[src/rtl/two_phase_deserializer.sv]
// Receive-side deserializer for a two-phase (toggle) request/acknowledge bit stream in the clkB domain.
// Assembles WIDTH bits into a word on a valid/ready output and withholds AckB while that word cannot be delivered.
module two_phase_deserializer #(
    parameter int WIDTH     = 8,
    parameter bit MSB_FIRST = 1'b1
) (
    input  logic                       clkB,
    input  logic                       rstB_n,
    input  logic                       ReqB,
    input  logic                       DataB,
    output logic                       AckB,
    input  logic                       Flush,
    output logic [WIDTH-1:0]           WordOut,
    output logic                       WordValid,
    input  logic                       WordReady,
    output logic [$clog2(WIDTH+1)-1:0] BitCnt,
    output logic                       ProtoErr
);

    localparam int CNT_W = $clog2(WIDTH+1);

    localparam logic [1:0] S_IDLE  = 2'd0;
    localparam logic [1:0] S_ACK   = 2'd1;
    localparam logic [1:0] S_LOAD  = 2'd2;
    localparam logic [1:0] S_STALL = 2'd3;

    logic [1:0]       r_state;
    logic             r_req_q;
    logic             r_ack;
    logic [WIDTH-1:0] r_shift;
    logic [CNT_W-1:0] r_cnt;
    logic [WIDTH-1:0] r_word;
    logic             r_valid;
    logic             r_perr;

    logic w_evt;
    logic w_accept;
    logic w_last;

    // Shifting in from one end is equivalent to indexing by BitCnt once the word is complete.
    function automatic logic [WIDTH-1:0] f_insert(input logic [WIDTH-1:0] sr, input logic b);
        if (MSB_FIRST)
            return {sr[WIDTH-2:0], b};
        else
            return {b, sr[WIDTH-1:1]};
    endfunction

    assign w_evt    = (ReqB != r_req_q);
    assign w_accept = r_valid && WordReady;
    assign w_last   = (r_cnt == CNT_W'(WIDTH-1));

    always_ff @(posedge clkB or negedge rstB_n) begin
        if (!rstB_n) begin
            r_state <= S_IDLE;
            r_req_q <= 1'b0;
            r_ack   <= 1'b0;
            r_shift <= '0;
            r_cnt   <= '0;
            r_word  <= '0;
            r_valid <= 1'b0;
            r_perr  <= 1'b0;
        end else begin
            r_req_q <= ReqB;
            if (w_accept)
                r_valid <= 1'b0;
            // A new request before the previous acknowledge is a sender fault; the bit is ignored.
            if (w_evt && (r_state != S_IDLE))
                r_perr <= 1'b1;

            case (r_state)
                S_IDLE: begin
                    if (Flush) begin
                        r_shift <= '0;
                        r_cnt   <= '0;
                        if (w_evt)
                            r_state <= S_ACK;
                    end else if (w_evt) begin
                        r_shift <= f_insert(r_shift, DataB);
                        r_cnt   <= r_cnt + CNT_W'(1);
                        if (!w_last)
                            r_state <= S_ACK;
                        else if (!r_valid || w_accept)
                            r_state <= S_LOAD;
                        else
                            r_state <= S_STALL;
                    end
                end
                S_ACK: begin
                    r_ack   <= ~r_ack;
                    r_state <= S_IDLE;
                    if (Flush) begin
                        r_shift <= '0;
                        r_cnt   <= '0;
                    end
                end
                S_LOAD: begin
                    r_word  <= r_shift;
                    r_valid <= 1'b1;
                    r_shift <= '0;
                    r_cnt   <= '0;
                    r_ack   <= ~r_ack;
                    r_state <= S_IDLE;
                end
                S_STALL: begin
                    // Dropping the held word still acknowledges its last bit.
                    if (Flush) begin
                        r_shift <= '0;
                        r_cnt   <= '0;
                        r_state <= S_ACK;
                    end else if (w_accept) begin
                        r_state <= S_LOAD;
                    end
                end
                default: r_state <= S_IDLE;
            endcase
        end
    end

    assign AckB      = r_ack;
    assign WordOut   = r_word;
    assign WordValid = r_valid;
    assign BitCnt    = r_cnt;
    assign ProtoErr  = r_perr;

endmodule

[config.mk]
export PLATFORM = sky130hd
export DESIGN_NAME = two_phase_deserializer
export DESIGN_NICKNAME = d
export VERILOG_FILES = /design/src/rtl/two_phase_deserializer.sv
export SDC_FILE = /design/constraint.sdc
export NUM_CORES = 1
export LEC_CHECK = 0
export CAP_MARGIN = 20
export CORE_UTILIZATION = 29
export CTS_CLUSTER_SIZE = 14
export DETAILED_ROUTE_END_ITERATION = 7
export REMOVE_ABC_BUFFERS = 1
export SYNTH_ARGS = -nofsm -noshare
export SYNTH_HDL_FRONTEND = slang
export SYNTH_SLANG_ARGS = --single-unit
[constraint.sdc]
create_clock -name clkB -period 1.9 [get_ports clkB]
set_input_delay 0.57 -clock clkB [delete_from_list [all_inputs] [get_ports clkB]]
set_output_delay 0.57 -clock clkB [all_outputs]
set_load 0.1 [all_outputs]
==> results.sh <==
export IMPL_outcome="finished clean"
export IMPL_netlist_instances=129
export IMPL_period_share_pct=92.8
export IMPL_slew_violations=0
export IMPL_path_cells="ha_1 -> or4b_1 -> a2111oi_2 -> a311o_1"
export IMPL_gr_total_overflow=0
export IMPL_min_period_ns=1.76
export IMPL_wirelength_mm=2.96
export IMPL_core_mm2=0.00444
export IMPL_drc=0
export IMPL_grt_pass1_wl_mm=5.42
export IMPL_path_buf_inv=0
export IMPL_hold_viol_final=0
export IMPL_met3WireLength_um=107
export IMPL_p_leak_nw=0.861
export IMPL_first_pass_iters=4
export IMPL_grt_usage_pct=13.6
export IMPL_route_met2_wl_mm=1.36
export IMPL_antenna_found_initial=0
export IMPL_drtIter0Drc=36
export IMPL_syn_area_mm2=0.00136
export IMPL_crit_cells=4
export IMPL_port_buffers=20
export IMPL_final_setup_viol_count=0
export IMPL_wl_met1_mm=1.43
export IMPL_top_layer_used="met4"
export IMPL_grt_pass1_vias=1142
export IMPL_critPathLaunchType="flop"
export IMPL_clock_fmax_ghz=0.567
export IMPL_wire_per_inst_um=14.0
export IMPL_die_h_um=70.5
export IMPL_whs_ns=0.538
export IMPL_grt_max_degree=27
export IMPL_r2r_slack_ns=0.14
export IMPL_synth_seq_area_share_pct=47.8
export IMPL_required_ns=2.11
export IMPL_die_w_um=70.5
export IMPL_ant_nets=0
export IMPL_slew_headroom_pct=66.4
export IMPL_drive_gt1_share_pct=24.4
export IMPL_start_util_pct=30.7
export IMPL_ys_flop_type="dfrtp_1"
export IMPL_ys_seq_elements=26
export IMPL_gp_congestion=0.765
export IMPL_num_rows=24
export IMPL_worstRegToRegCells=4
export IMPL_hpwl_mm=2.17
export IMPL_setup_ws_ns=0.136
export IMPL_cp_end_kind="flop"
export IMPL_postCtsSetupRepairBufs=0
export IMPL_yosysMostFrequentCell="dfrtp_1"
export IMPL_setup_tns_ns=0
export IMPL_power_mw=1.93
export IMPL_rsz0062_at_grt="no"
export IMPL_clk_pin_slew_worst_paths_ns=0.09
export IMPL_clock_latency_ns=0.27
export IMPL_cpLargestDelayFamily="simple AND/OR/NAND/NOR gates"
export IMPL_cts_hold_buffers_added=0
export IMPL_yosys_area_top_type="dfrtp_1"
export IMPL_skew_ns=0.00448
export IMPL_hold_path_class="flop to flop"
export IMPL_cts_max_path_buffers=2
export IMPL_crit_slowest_cell="or4b_1"
export IMPL_fill_cells=424
export IMPL_area_delta_synth_final_pct=43.4
export IMPL_cts_num_sinks=26
export IMPL_synthTopCellsByCount="dfrtp_1 (26), nand2_1 (20), nand3_1 (11)"
export IMPL_fin_nets=173
export IMPL_place_worst_setup_slack_ns=-0.223
export IMPL_power_density_mw_per_mm2=985
export IMPL_critPathMaxStageDelay_ns=0.55
export IMPL_yosysWarningCount=0
export IMPL_io_pins=21
export IMPL_cts_root_buffer="clkbuf_8"
export IMPL_cts_tree="built"
export IMPL_cts_htree_levels=1
export IMPL_worstPathArrival_ns=1.97
export IMPL_dieArea_mm2=0.00498
export IMPL_via_per_inst=5.07
export IMPL_ir_worst_vdd_mv=0.419
export IMPL_async_flop_share_pct=100
export IMPL_criticalPathCategory="flop to flop"
export IMPL_max_cap_violations=0
export IMPL_synth_cell_types=30
export IMPL_synth_area_leaders="dfrtp_1 (48%), mux2_1 (7.4%), a211o_1 (5.8%), ha_1 (5.5%), nand2_1 (5.5%)"
export IMPL_worst_slew_pin_slew_ns=0.504
export IMPL_diodes=0
export IMPL_yosysTopAreaCellShare_pct=47.8
export IMPL_numCtsBuffers=3
export IMPL_num_vias=1074
export IMPL_crit_path_max_fanout=6
export IMPL_syn_area_per_cell_um2=10.6
export IMPL_whs_path_depth=1
export IMPL_synth_edf_count=0
## repair_timing
item	in CTS	in global routing
gates resized for setup	0	2
hold endpoints to repair	0	0
setup endpoints to repair	0	2
## layout by cell type, fill, tap and decap left out, types with 3 or more instances in the layout
cell type        count
dfrtp_1             26
nand2_1             20
buf_12              16
buf_4               15
nand3_1             11
a31oi_1             10
mux2_1               9
a211o_1              9
ha_1                 6
inv_1                4
clkdlybuf4s50_1      4
nand2b_1             3
clkbuf_8             3
## layout make-up
cell class | instances | area, um^2 | area share [%]
clock inverter | 1 | 30.0 | 1.54
timing repair buffer | 36 | 485 | 24.8
sequential | 26 | 651 | 33.3
inverter | 4 | 15.0 | 0.768
tap | 52 | 65.1 | 3.33
multi-input combinational | 90 | 667 | 34.1
clock buffer | 3 | 41.3 | 2.11
## logic make-up after synthesis
kind of cell	Yosys count	share of synthesized area (%)
compound gates	29	16.4
xor+xnor	3	2.48
fa+ha+maj	6	5.51
buf+inv	13	4.13
flops	26	47.7
mux	11	8.91
simple gates	41	14.8
## layer usage
layer,up-vias,track usage (%)
li1,529,-
met1,520,18.8
met2,19,20.8
met3,6,2.42
met4,0,6.44
met5,-,0
## metrics by stage
stage                     instances  area, um^2  utilization [%]
after floorplan                 120        1320                -
after global placement          208        1870             42.1
after detailed placement        208        1870             42.1
after CTS                       212        1940             43.7
after global routing            212        1950             44.0
final                           212        1950             44.0
## worst paths after layout
check                                 from    endpoint
worst max-delay path            r_state[0]   BitCnt[3]
worst min-delay path                  AckB        AckB
min in group asynchronous           rstB_n  WordOut[3]
worst min register to register        AckB        AckB
worst max register to register  r_state[0]   BitCnt[3]
max in group asynchronous           rstB_n  r_state[0]
## flip-flops by register name, summed over array words and instances (netlist names)
name and count:
AckB 1, WordOut 8, BitCnt 4, r_state 2, ProtoErr 1, r_shift 8
WordValid 1, r_req_q 1
## where the power goes
group	switching (mW)	internal, mW	leakage, nW
Sequential	0.0545	0.595	0.350
Clock	0.173	0.282	0.0357
Combinational	0.497	0.325	0.475
Total	0.724	1.20	0.861
Power figures use the tool's default switching activity.
